--- src/rtl/vortex_ctrl_pkg.sv ---
// vortex_ctrl_pkg: shared types and constants for the Vortex AXI-Lite control sequencer
// Contents: sequencer state enum, AXI response codes, default widths/timeout,
// and a helper that classifies an AXI response as an error.
package vortex_ctrl_pkg;
    localparam int ADDR_W_DEF  = 8;
    localparam int DATA_W_DEF  = 32;
    localparam int TIMEOUT_DEF = 1024;
    localparam logic [1:0] RESP_OKAY   = 2'd0;
    localparam logic [1:0] RESP_EXOKAY = 2'd1;
    localparam logic [1:0] RESP_SLVERR = 2'd2;
    localparam logic [1:0] RESP_DECERR = 2'd3;
    typedef enum logic [2:0] {
        S_IDLE,
        S_WR_REQ,
        S_WR_RESP,
        S_RD_REQ,
        S_RD_RESP,
        S_RSP,
        S_DRAIN
    } state_t;
    function automatic logic resp_is_err(input logic [1:0] resp);
        return (resp == RESP_SLVERR) || (resp == RESP_DECERR);
    endfunction
endpackage

--- src/rtl/vortex_axil_ctrl_seq.sv ---
// vortex_axil_ctrl_seq: sequences one AXI4-Lite control transaction at a time onto the Vortex control port
// Ports:
//   clk, rst                      clock, asynchronous active-high reset
//   i_req_* / o_req_ready         single request from the NoC bridge (accepted on valid & ready)
//   o_rsp_valid/rdata/err         one-cycle response pulse, no backpressure
//   *_m_axi_ctrl_aw/w/b/ar/r*     AXI4-Lite master channels to the Vortex control slave
// All outputs are registered; a busy-cycle timeout reports an error and then drains
// the outstanding AXI transaction silently.
module vortex_axil_ctrl_seq
    import vortex_ctrl_pkg::*;
#(
    parameter int ADDR_WIDTH     = ADDR_W_DEF,
    parameter int DATA_WIDTH     = DATA_W_DEF,
    parameter int TIMEOUT_CYCLES = TIMEOUT_DEF
) (
    input  logic                    clk,
    input  logic                    rst,
    input  logic                    i_req_valid,
    output logic                    o_req_ready,
    input  logic                    i_req_we,
    input  logic [ADDR_WIDTH-1:0]   i_req_addr,
    input  logic [DATA_WIDTH-1:0]   i_req_wdata,
    input  logic [DATA_WIDTH/8-1:0] i_req_wstrb,
    output logic                    o_rsp_valid,
    output logic [DATA_WIDTH-1:0]   o_rsp_rdata,
    output logic                    o_rsp_err,
    output logic                    o_m_axi_ctrl_awvalid,
    input  logic                    i_m_axi_ctrl_awready,
    output logic [ADDR_WIDTH-1:0]   o_m_axi_ctrl_awaddr,
    output logic                    o_m_axi_ctrl_wvalid,
    input  logic                    i_m_axi_ctrl_wready,
    output logic [DATA_WIDTH-1:0]   o_m_axi_ctrl_wdata,
    output logic [DATA_WIDTH/8-1:0] o_m_axi_ctrl_wstrb,
    input  logic                    i_m_axi_ctrl_bvalid,
    output logic                    o_m_axi_ctrl_bready,
    input  logic [1:0]              i_m_axi_ctrl_bresp,
    output logic                    o_m_axi_ctrl_arvalid,
    input  logic                    i_m_axi_ctrl_arready,
    output logic [ADDR_WIDTH-1:0]   o_m_axi_ctrl_araddr,
    input  logic                    i_m_axi_ctrl_rvalid,
    output logic                    o_m_axi_ctrl_rready,
    input  logic [DATA_WIDTH-1:0]   i_m_axi_ctrl_rdata,
    input  logic [1:0]              i_m_axi_ctrl_rresp
);
    localparam int CW = $clog2(TIMEOUT_CYCLES);
    localparam logic [CW-1:0] TMO_LAST = CW'(TIMEOUT_CYCLES - 1);

    state_t                  r_state, w_state_nxt;
    logic [CW-1:0]           r_cnt;
    logic                    r_we;
    logic [ADDR_WIDTH-1:0]   r_addr;
    logic [DATA_WIDTH-1:0]   r_wdata;
    logic [DATA_WIDTH/8-1:0] r_wstrb;
    logic                    r_req_ready, r_awvalid, r_wvalid, r_arvalid, r_bready, r_rready;
    logic                    r_rsp_valid, r_rsp_err;
    logic [DATA_WIDTH-1:0]   r_rsp_rdata;

    logic                    w_accept, w_busy, w_tmo, w_b_hs, w_r_hs;
    logic                    w_aw_nxt, w_w_nxt, w_ar_nxt, w_bready_nxt, w_rready_nxt;
    logic                    w_rsp_valid_nxt, w_rsp_err_nxt;
    logic [DATA_WIDTH-1:0]   w_rsp_rdata_nxt;

    assign w_accept = (r_state == S_IDLE) && i_req_valid;
    assign w_busy   = (r_state == S_WR_REQ) || (r_state == S_WR_RESP) ||
                      (r_state == S_RD_REQ) || (r_state == S_RD_RESP);
    assign w_tmo    = (r_cnt == TMO_LAST);
    assign w_b_hs   = r_bready && i_m_axi_ctrl_bvalid;
    assign w_r_hs   = r_rready && i_m_axi_ctrl_rvalid;
    // Each request valid rises on accept and holds until its own handshake, also in DRAIN.
    assign w_aw_nxt = (w_accept && i_req_we) || (r_awvalid && !i_m_axi_ctrl_awready);
    assign w_w_nxt  = (w_accept && i_req_we) || (r_wvalid && !i_m_axi_ctrl_wready);
    assign w_ar_nxt = (w_accept && !i_req_we) || (r_arvalid && !i_m_axi_ctrl_arready);

    always_comb begin
        w_state_nxt     = r_state;
        w_rsp_err_nxt   = 1'b0;
        w_rsp_rdata_nxt = '0;
        case (r_state)
            S_IDLE:    w_state_nxt = w_accept ? (i_req_we ? S_WR_REQ : S_RD_REQ) : S_IDLE;
            S_WR_REQ:  w_state_nxt = w_tmo ? S_DRAIN : (!w_aw_nxt && !w_w_nxt) ? S_WR_RESP : S_WR_REQ;
            S_WR_RESP: begin
                w_state_nxt   = w_b_hs ? S_RSP : w_tmo ? S_DRAIN : S_WR_RESP;
                w_rsp_err_nxt = w_b_hs && resp_is_err(i_m_axi_ctrl_bresp);
            end
            S_RD_REQ:  w_state_nxt = w_tmo ? S_DRAIN : !w_ar_nxt ? S_RD_RESP : S_RD_REQ;
            S_RD_RESP: begin
                w_state_nxt     = w_r_hs ? S_RSP : w_tmo ? S_DRAIN : S_RD_RESP;
                w_rsp_err_nxt   = w_r_hs && resp_is_err(i_m_axi_ctrl_rresp);
                w_rsp_rdata_nxt = (w_r_hs && !resp_is_err(i_m_axi_ctrl_rresp)) ? i_m_axi_ctrl_rdata : '0;
            end
            S_RSP:     w_state_nxt = S_IDLE;
            S_DRAIN:   w_state_nxt = (w_b_hs || w_r_hs) ? S_IDLE : S_DRAIN;
            default:   w_state_nxt = S_IDLE;
        endcase
        // Entering DRAIN is the timeout report; the drained response itself is never reported.
        w_rsp_valid_nxt = (w_state_nxt == S_RSP) || ((w_state_nxt == S_DRAIN) && (r_state != S_DRAIN));
        w_rsp_err_nxt   = ((w_state_nxt == S_DRAIN) && (r_state != S_DRAIN)) || w_rsp_err_nxt;
        // In DRAIN the response ready only opens once every request channel has handshaken.
        w_bready_nxt    = (w_state_nxt == S_WR_RESP) ||
                          ((w_state_nxt == S_DRAIN) && r_we && !w_aw_nxt && !w_w_nxt);
        w_rready_nxt    = (w_state_nxt == S_RD_RESP) ||
                          ((w_state_nxt == S_DRAIN) && !r_we && !w_ar_nxt);
    end

    always_ff @(posedge clk or posedge rst) begin
        if (rst) begin
            r_state     <= S_IDLE;
            r_cnt       <= '0;
            r_we        <= 1'b0;
            r_addr      <= '0;
            r_wdata     <= '0;
            r_wstrb     <= '0;
            r_req_ready <= 1'b1;
            r_awvalid   <= 1'b0;
            r_wvalid    <= 1'b0;
            r_arvalid   <= 1'b0;
            r_bready    <= 1'b0;
            r_rready    <= 1'b0;
            r_rsp_valid <= 1'b0;
            r_rsp_err   <= 1'b0;
            r_rsp_rdata <= '0;
        end else begin
            r_state     <= w_state_nxt;
            r_cnt       <= w_accept ? '0 : (w_busy && !w_tmo) ? r_cnt + CW'(1) : r_cnt;
            r_we        <= w_accept ? i_req_we : r_we;
            r_addr      <= w_accept ? i_req_addr : r_addr;
            r_wdata     <= w_accept ? i_req_wdata : r_wdata;
            r_wstrb     <= w_accept ? i_req_wstrb : r_wstrb;
            r_req_ready <= (w_state_nxt == S_IDLE);
            r_awvalid   <= w_aw_nxt;
            r_wvalid    <= w_w_nxt;
            r_arvalid   <= w_ar_nxt;
            r_bready    <= w_bready_nxt;
            r_rready    <= w_rready_nxt;
            r_rsp_valid <= w_rsp_valid_nxt;
            r_rsp_err   <= w_rsp_err_nxt;
            r_rsp_rdata <= w_rsp_rdata_nxt;
        end
    end

    assign o_req_ready          = r_req_ready;
    assign o_rsp_valid          = r_rsp_valid;
    assign o_rsp_rdata          = r_rsp_rdata;
    assign o_rsp_err            = r_rsp_err;
    assign o_m_axi_ctrl_awvalid = r_awvalid;
    assign o_m_axi_ctrl_awaddr  = r_addr;
    assign o_m_axi_ctrl_wvalid  = r_wvalid;
    assign o_m_axi_ctrl_wdata   = r_wdata;
    assign o_m_axi_ctrl_wstrb   = r_wstrb;
    assign o_m_axi_ctrl_bready  = r_bready;
    assign o_m_axi_ctrl_arvalid = r_arvalid;
    assign o_m_axi_ctrl_araddr  = r_addr;
    assign o_m_axi_ctrl_rready  = r_rready;
endmodule

--- config.mk ---
export PLATFORM = sky130hd
export DESIGN_NAME = vortex_axil_ctrl_seq
export DESIGN_NICKNAME = d
export VERILOG_FILES = /design/src/rtl/vortex_ctrl_pkg.sv /design/src/rtl/vortex_axil_ctrl_seq.sv
export SDC_FILE = /design/constraint.sdc
export NUM_CORES = 1
export LEC_CHECK = 0
export CORE_MARGIN = 2
export CORE_UTILIZATION = 31
export CTS_CLUSTER_SIZE = 20
export DETAILED_ROUTE_END_ITERATION = 8
export DONT_BUFFER_PORTS = 1
export HOLD_SLACK_MARGIN = 0.12
export PLACE_DENSITY_LB_ADDON = 0.1
export SLEW_MARGIN = 20
export SYNTH_ARGS = -nofsm -noshare
export SYNTH_HDL_FRONTEND = slang
export SYNTH_SLANG_ARGS = --single-unit
--- constraint.sdc ---
create_clock -name clk -period 3.4 [get_ports clk]
set_input_delay 0.51 -clock clk [delete_from_list [all_inputs] [get_ports clk]]
set_output_delay 0.51 -clock clk [all_outputs]
set_load 0.01 [all_outputs]
==> results.ini <==
[critical_path]
rrSetupSlack_ps = 1080
r2r_start = r_state[1]$_DFF_PP0_
required_ps = 3600
start_kind = register
setup.worst_path.start = r_state[1]$_DFF_PP0_
critPathKind = register to register
crit_arrival_ps = 2520
crit_path_end_kind = register
critical_path.max_fanout = 59

[placed_design]
place_ws_ps = 1100
io_buffers = 0
dp_hpwl_mm = 5.57
gp_congestion = 0.774
dp.cells = 452

[die]
core_area_um2 = 12500
num_rows = 41
die_area_um2 = 13500
die-height_um = 116
die-width_um = 116
ios = 181
floorplan.initialDensity_pct = 31.4

[synthesis]
syn_area_per_cell_um2 = 13.1
yosys_warnings = 0
synthTopCellsByArea = dfrtp_1 (62%), mux2_2 (13%), and2_1 (5.1%)
synthCells = 300
synth.distinct_cells = 43
ys_seq_area_share_pct = 62.7
synth-seq-cells = 98
ys_dominant_reg_cell = dfrtp_1
syn-cell-area_um2 = 3920
syn_nets = 390
synth_top_area_share_pct = 62.0
yosysTopAreaCell = dfrtp_1
synth_edf_count = 0
synthArstFlopShare_pct = 100

[clock_network]
cts_sinks = 98
cts_buffers = 9
cts_tree = done
cts_buffer_depth = 2
cts_resized = 0
postCtsSetupBuffers = 0
htreeDepth = 3
cts_root_buffer = clkbuf_16
clk_pin_slew_ps = 70
cts_hold_buffers = 0
clkLatencyLatePin_ps = 330

[global_routing]
grt_max_degree = 77
grt_pass1_vias = 2361
grtUsageTotal_pct = 12.2
grt-ovfl-total = 0
antenna_found_initial = 0
grt_pass1_wl_mm = 12.4

[timing]
max_freq_ghz = 0.431
setup_viol = 0
setup_tns_ps = 0
fin_crit_ps = 2320
tightest_slew_ps = 912
finalCritPeriodShare_pct = 68.3
drv_slew = 0
finClkSkew_ps = 5.45
rsz0062_at_grt = no
fin_ws_ps = 1080
slew_headroom_pct = 39.2
hold_viol_final = 0

[detailed_routing]
num_vias = 2213
wl_mm = 7.99
drc = 0
drtIter0Drc = 111
dr.pass1.iters = 4
vias_per_cell = 4.73
wl_per_cell_um = 17.1
ant_nets = 0

[cells_and_area]
final_cell_count_no_fill = 468
drive_gt1_share_pct = 24.0
utilization_pct = 34.6
num_antenna_cells = 0
area_delta_synth_final_pct = 10.2
final_nets = 381

[run_status]
outcome = complete, no violations

[hold_path]
holdCritPathClass = input pin to asynchronous set/reset pin

[pwr]
p_total_mw = 3.73
peakVddDrop_mv = 0.212
cellPowerDensity_nw_per_um2 = 865
power.leakage_nw = 1.89

[job]
maxCapViolCount = 0

## synth_stat cells, drive strengths merged (3+ instances only)
cell type and number:
xor2 6, and2 32, a211oi 3, nor2 11, buf 15, nor2b 3
dfrtp 97, and3 3, nand3 11, nand2b 6, o21ai 5, nor3 4
mux2 44, inv 4, nor3b 3, clkbuf 9, and4 3, a21oi 3
nand2 13
## state kept, by name (all words and copies together), names as in the netlist, 3 cells and up
register	count
o_rsp_rdata	32
o_m_axi_ctrl_araddr	8
o_m_axi_ctrl_wstrb	4
r_cnt	10
o_m_axi_ctrl_wdata	32
r_state	3
## path summary, 6_finish.rpt
path	cells past startpoint	to
min in group clk	1	o_rsp_rdata[15]$_DFF_PP0_
hold reg to reg	2	r_cnt[8]$_DFFE_PP0P_
max in group asynchronous	2	o_req_ready$_DFF_PP1_
setup / recovery	6	o_m_axi_ctrl_rready$_DFF_PP0_
hold / removal	1	o_m_axi_ctrl_wdata[7]$_DFFE_PP0N_
setup reg to reg	6	o_m_axi_ctrl_rready$_DFF_PP0_
## worst max-delay path, stage by stage, from the launching register on
cell and delay [ps]:
dfrtp_1 560, nor4b_4 380, buf_4 650, a32oi_1 80, o21ai_0 180, o21bai_1 240
a221oi_2 100
## per-stage QoR
| step | cell area [um^2] | hold slack (ps) |
|---|---|---|
| floorplan | 3920 | 498 |
| global placement | 4040 | 533 |
| detailed placement | 4040 | 537 |
| CTS | 4320 | 283 |
| global route | 4320 | 283 |
| finish | 4320 | 241 |
## area by class of cell
class	instances	area, um^2
clock buffer	11	233
clock inverter	5	38.8
fill	1228	8150
inverter	4	17.5
multi-input combinational	174	1330
sequential	98	2450
tap	172	215
timing repair buffer	4	30.0
## routing by layer
metal / vias up / global-route usage, % / part of all wire (%) / wire length (um)
li1: 1000 / - / - / -
met1: 1092 / 15.0 / 41 / 3250
met2: 113 / 17.4 / 45 / 3610
met3: 8 / 7.06 / 13 / 1010
met4: 0 / 5.08 / 1.4 / 112
met5: - / 0 / 0 / 0
## placed cells by master (no fill, tap or decap), types with 2 or more instances in the layout
cell type | synthesis | routed
mux2_2 | 44 | 44
and3_1 | 3 | 3
inv_1 | 4 | 3
nand2b_1 | 6 | 6
and2_1 | 32 | 32
buf_4 | 10 | 4
clkbuf_1 | 9 | 2
nor3_1 | 4 | 4
nor2_1 | 11 | 11
nor3b_1 | 3 | 3
a21oi_1 | 3 | 3
nand4_1 | 2 | 2
clkinvlp_4 | 0 | 3
nand3_1 | 11 | 11
o21ai_0 | 4 | 4
nor2b_1 | 3 | 3
dfrtp_1 | 97 | 97
xor2_1 | 6 | 6
clkbuf_16 | 0 | 9
and4_1 | 3 | 3
xnor2_1 | 2 | 2
nand2_1 | 13 | 13
a211oi_1 | 3 | 3
a32oi_1 | 2 | 2
## logic make-up after synthesis
kind of cell               count (synthesis)  synth area share (%)
AOI/OAI and AO/OA                         25                  4.89
xor gates and xnor gates                   8                  1.79
adders and majority gates                  1                 0.320
buffers and inverters                     28                  3.80
DFF                                       98                  62.7
muxes                                     44                  12.7
and+or+nand+nor                           96                  13.9
## where the power goes
part,switching [mW],leakage (nW),internal [mW]
logic,0.364,0.514,0.421
clock network,0.442,0.124,0.501
registers,0.477,1.25,1.53
Note: power is estimated with default switching activity, not from simulation.
